`src/rtl/riscv_pkg.sv`:
```
// Core-wide constants shared by the pipeline blocks: register file geometry
// and the writeback source indices used by the writeback arbiter.
package riscv_pkg;

    localparam int XLEN     = 32;
    localparam int REG_AW   = 5;
    localparam int NUM_REGS = 32;

    // Writeback port assignment on the arbiter's request vector.
    typedef enum logic [2:0] {
        WB_SRC_ALU = 3'd0,
        WB_SRC_LSU = 3'd1,
        WB_SRC_MDU = 3'd2
    } wb_src_e;

    localparam int WB_NREQ = 3;

endpackage

```
`src/rtl/rr_arbiter.sv`:
```
// Combinational round-robin arbiter: grants the first requester at or after
// ptr (wrapping), one-hot, only while en is high.
module rr_arbiter #(
    parameter  int NREQ = 3,
    localparam int PW   = (NREQ > 1) ? $clog2(NREQ) : 1
) (
    input  logic [NREQ-1:0] req,
    input  logic [PW-1:0]   ptr,
    input  logic            en,
    output logic [NREQ-1:0] grant
);

    logic [PW:0]   sum;
    logic [PW-1:0] idx;
    logic          found;

    // Scan ptr, ptr+1, ... modulo NREQ; sum is one bit wider so the wrap
    // compare never overflows.
    always_comb begin
        grant = '0;
        found = 1'b0;
        sum   = '0;
        idx   = '0;
        for (int k = 0; k < NREQ; k++) begin
            sum = {1'b0, ptr} + (PW+1)'(k);
            if (sum >= (PW+1)'(NREQ)) begin
                sum = sum - (PW+1)'(NREQ);
            end
            idx = sum[PW-1:0];
            if (en && !found && req[idx]) begin
                grant[idx] = 1'b1;
                found      = 1'b1;
            end
        end
    end

endmodule

```
`src/rtl/regfile_wb_arbiter.sv`:
```
// Shares the register file write port between NREQ writeback sources with a
// round-robin grant and a registered write command (latency 1).
module regfile_wb_arbiter
    import riscv_pkg::*;
#(
    parameter int NREQ = WB_NREQ,
    parameter int XLEN = riscv_pkg::XLEN,
    parameter int AW   = REG_AW
) (
    input  logic                 clk,
    input  logic                 rst,
    input  logic [NREQ-1:0]      req_valid,
    input  logic [NREQ*AW-1:0]   req_rd,
    input  logic [NREQ*XLEN-1:0] req_data,
    output logic [NREQ-1:0]      req_ready,
    input  logic                 wb_hold,
    output logic                 reg_write,
    output logic [AW-1:0]        rd,
    output logic [XLEN-1:0]      write_data,
    output logic [2:0]           grant_id
);

    localparam int PW = (NREQ > 1) ? $clog2(NREQ) : 1;

    logic [PW-1:0]   ptr;
    logic [PW-1:0]   ptr_next;
    logic [NREQ-1:0] grant;
    logic [2:0]      gnt_idx;
    logic            transfer;
    logic [AW-1:0]   sel_rd;
    logic [XLEN-1:0] sel_data;

    // Grants are suppressed during reset so no source sees a phantom handshake.
    rr_arbiter #(.NREQ(NREQ)) u_arb (
        .req   (req_valid),
        .ptr   (ptr),
        .en    (!wb_hold && !rst),
        .grant (grant)
    );

    assign req_ready = grant;
    assign transfer  = |grant;

    always_comb begin
        gnt_idx  = '0;
        sel_rd   = '0;
        sel_data = '0;
        for (int i = 0; i < NREQ; i++) begin
            if (grant[i]) begin
                gnt_idx  = 3'(i);
                sel_rd   = req_rd[i*AW +: AW];
                sel_data = req_data[i*XLEN +: XLEN];
            end
        end
        ptr_next = ptr;
        if (transfer) begin
            ptr_next = (int'(gnt_idx) == NREQ-1) ? '0 : PW'(gnt_idx + 3'd1);
        end
    end

    // x0 writes complete the handshake but never reach the register file.
    always_ff @(posedge clk or posedge rst) begin
        if (rst) begin
            ptr        <= '0;
            reg_write  <= 1'b0;
            rd         <= '0;
            write_data <= '0;
            grant_id   <= '0;
        end else begin
            ptr <= ptr_next;
            if (transfer) begin
                reg_write  <= (sel_rd != '0);
                rd         <= sel_rd;
                write_data <= sel_data;
                grant_id   <= gnt_idx;
            end else begin
                reg_write  <= 1'b0;
            end
        end
    end

endmodule

```
`config.mk`:
```
export PLATFORM = sky130hd
export DESIGN_NAME = regfile_wb_arbiter
export DESIGN_NICKNAME = d
export VERILOG_FILES = /design/src/rtl/riscv_pkg.sv /design/src/rtl/rr_arbiter.sv /design/src/rtl/regfile_wb_arbiter.sv
export SDC_FILE = /design/constraint.sdc
export NUM_CORES = 1
export LEC_CHECK = 0
export CAP_MARGIN = 20
export CORE_ASPECT_RATIO = 1.75
export CORE_MARGIN = 10
export CORE_UTILIZATION = 35
export CTS_CLUSTER_SIZE = 20
export DETAILED_ROUTE_END_ITERATION = 10
export PLACE_DENSITY = 0.79
export RECOVER_POWER = 100
export SLEW_MARGIN = 20
export SYNTH_ARGS = -nofsm -noshare
export SYNTH_HDL_FRONTEND = slang
export SYNTH_SLANG_ARGS = --single-unit
```
`constraint.sdc`:
```
create_clock -name clk -period 3.1 [get_ports clk]
set_input_delay 0.62 -clock clk [delete_from_list [all_inputs] [get_ports clk]]
set_output_delay 0.62 -clock clk [all_outputs]
set_load 0.1 [all_outputs]
```
==> flow_metrics.tcl <==
set metrics [dict create \
    p_per_area_mw_per_mm2 1220 \
    port-buffer-count 159 \
    cts_hold_buf 0 \
    max_freq_mhz 332 \
    vias 2967 \
    routabilityCongestion 0.923 \
    finClkSkew_ps 4.83 \
    timing.final.crit_share 0.972 \
    synth.distinct_cells 38 \
    p_total_mw 5.11 \
    critPathRequiredTime_ps 2480 \
    max_slew.worst_pin.slew_ps 1540 \
    synth_warnings 0 \
    clk_latency_ps 280 \
    crit_type "register to output pin" \
    rr_startpoint "ptr[1]" \
    grt_max_degree 43 \
    wl_per_cell_um 17.1 \
    synth_seq_cells 41 \
    hold_viol 0 \
    violations "max-capacitance violations, max-slew violations" \
    setup_viol 0 \
    final_common_cell "clkdlybuf4s50_1" \
    critPathCaptureType "output pin" \
    antenna_left 0 \
    synthCells 337 \
    wl_um 9910 \
    synth.cell_area_mm2 0.00247 \
    vdd_drop_max_uv 669 \
    core_mm2 0.00686 \
    synth-edff-count 0 \
    final_cell_mix "clkdlybuf4s50_1, nor2_1, nand2_1, a21oi_1, dfrtp_1" \
    finalSetupTns_ps 0 \
    drt_iter0_drc 96 \
    dieHeight_um 131 \
    r2r_end "reg_write" \
    layout-drive-gt1-share 0.0808 \
    crit_fanout 9 \
    remaining_drc_errors 0 \
    cp_data_arrival_time_ps 2390 \
    initial_utilization 0.361 \
    io_pins 161 \
    r2r_cells 10 \
    finalWorstSetupSlack_ps 86.8 \
    final_area_mm2 0.00419 \
    drt-pass1-iter-count 4 \
    grt_usage 0.175 \
    hold_path.startpoint "rd[4]" \
    pre_cts_ws_ps 42.2 \
    whs_path_depth 1 \
    grt_pass1_wl_um 16100 \
    r2r_slack_ps 260 \
    post-dp-hpwl_um 7960 \
    status "complete, but fails checks" \
    period_needed_ps 3010 \
    via_per_inst 5.12 \
    die-area_mm2 0.0110 \
    cts_buffers 5 \
    die_width_um 83.5 \
    placed_cell_area_mm2 0.00414 \
    async_flop_share 1.00 \
    synthFlopType "dfrtp_1" \
    drv_slew 42 \
    drv_cap 1 \
    startpoint_type "register" \
    syn_avg_cell_area_um2 7.34 \
    hold_path_class "register to register" \
    ys_seq_area_frac 0.415 \
    synth_nets 458 \
    nets 615 \
    clk_pin_slew_ps 60 \
    syn_to_final_growth_pct 69.5 \
    tritoncts "done" \
    antenna_found_initial 0 \
    whs_ps 479 \
    leakagePower_nw 1.77 \
    antennaDiodeCount 0 \
    clkSinkCount 41 \
    grt_pass1_vias 3059 \
    relSlewSlack -0.0253 \
    clockRootBuffer "clkbuf_16" \
    clock_path_buffers 2 \
    hold-path-endpoint "rd[4]" \
    num_rows 40 \
    grt-ovfl-total 0 \
    h-tree-depth 2 \
]
per-layer routing:
| metal | vias up | GRT usage | part of all wire |
|---|---|---|---|
| met5 | - | 0 | 0 |
| li1 | 1446 | - | - |
| met1 | 1393 | 0.201 | 0.41 |
| met3 | 12 | 0.0415 | 0.053 |
| met4 | 0 | 0.0402 | 0.014 |
| met2 | 116 | 0.314 | 0.52 |
cells in the mapped netlist, types with 2 or more instances:
cell type | n | area (um2)
a21oi_1 | 53 | 265
dfrtp_1 | 41 | 1030
buf_1 | 3 | 11.3
nor3_1 | 3 | 15.0
o22ai_1 | 16 | 100
inv_2 | 2 | 7.51
o21ai_0 | 23 | 115
and2_1 | 2 | 12.5
ha_1 | 4 | 50.1
nor2b_1 | 2 | 12.5
mux2i_1 | 2 | 20.0
a311oi_1 | 2 | 17.5
a31oi_1 | 4 | 25.0
a21o_1 | 3 | 22.5
nor2_1 | 64 | 240
o21a_1 | 2 | 15.0
buf_4 | 4 | 30.0
inv_1 | 4 | 15.0
nand2_1 | 61 | 229
nand3b_1 | 2 | 15.0
clkbuf_1 | 21 | 78.8
and2_0 | 2 | 12.5
mux2_2 | 2 | 22.5
worst max path at each step:
stage            startpoint             to
2_1_floorplan        ptr[1]   req_ready[0]
3_3_place_gp   req_valid[0]  write_data[9]
3_5_place_dp   req_valid[2]      reg_write
4_1_cts              ptr[1]   req_ready[2]
5_1_grt        req_valid[2]   req_ready[0]
6_report             ptr[1]   req_ready[2]
per-stage QoR:
stage	instances	utilization
6_report	579	0.611
5_1_grt	579	0.611
4_1_cts	577	0.629
3_5_place_dp	569	0.603
3_3_place_gp	569	0.603
2_1_floorplan	337	-
layout make-up:
type                            instances  area (um2)
Fill cell                             655        2670
Timing Repair Buffer                  180        1540
Multi-Input combinational cell        260        1320
Sequential cell                        41        1030
Clock buffer                            6         139
Tap cell                               84         105
Clock inverter                          2        37.5
Inverter                                6        25.0
sequential cells by signal, indices dropped and copies added (netlist names):
register	cells
rd	5
write_data	32
reg_write	1
ptr	2
grant_id	1
timing repair:
| action | CTS | global route |
|---|---|---|
| setup buffers | 0 | 2 |
| setup endpoints to repair | 0 | 3 |
| gates resized for setup | 0 | 3 |
critical path, stage by stage (launching register included):
cell and delay (ps):
dfrtp_1 420, inv_1 120, ha_2 200, mux2_2 320
mux2_2 250, a211oi_1 220, or2_1 190, inv_4 80
buf_4 140, buf_12 150
cell families after synthesis:
kind of cell / share of synthesized area
AO/OA/AOI/OAI: 0.246
adder cells (fa/ha/maj): 0.0202
buffers and inverters: 0.0643
flip-flops: 0.415
multiplexers: 0.0172
other: 0.00152
AND/OR/NAND/NOR: 0.235
power breakdown:
group          internal, mW  leakage, nW  switching, mW
Clock                 0.401       0.0831          0.200
Sequential            0.805        0.487          0.143
Combinational         0.765         1.20           2.79
Total                  1.97         1.77           3.14
(Power assumes the default switching activity.)
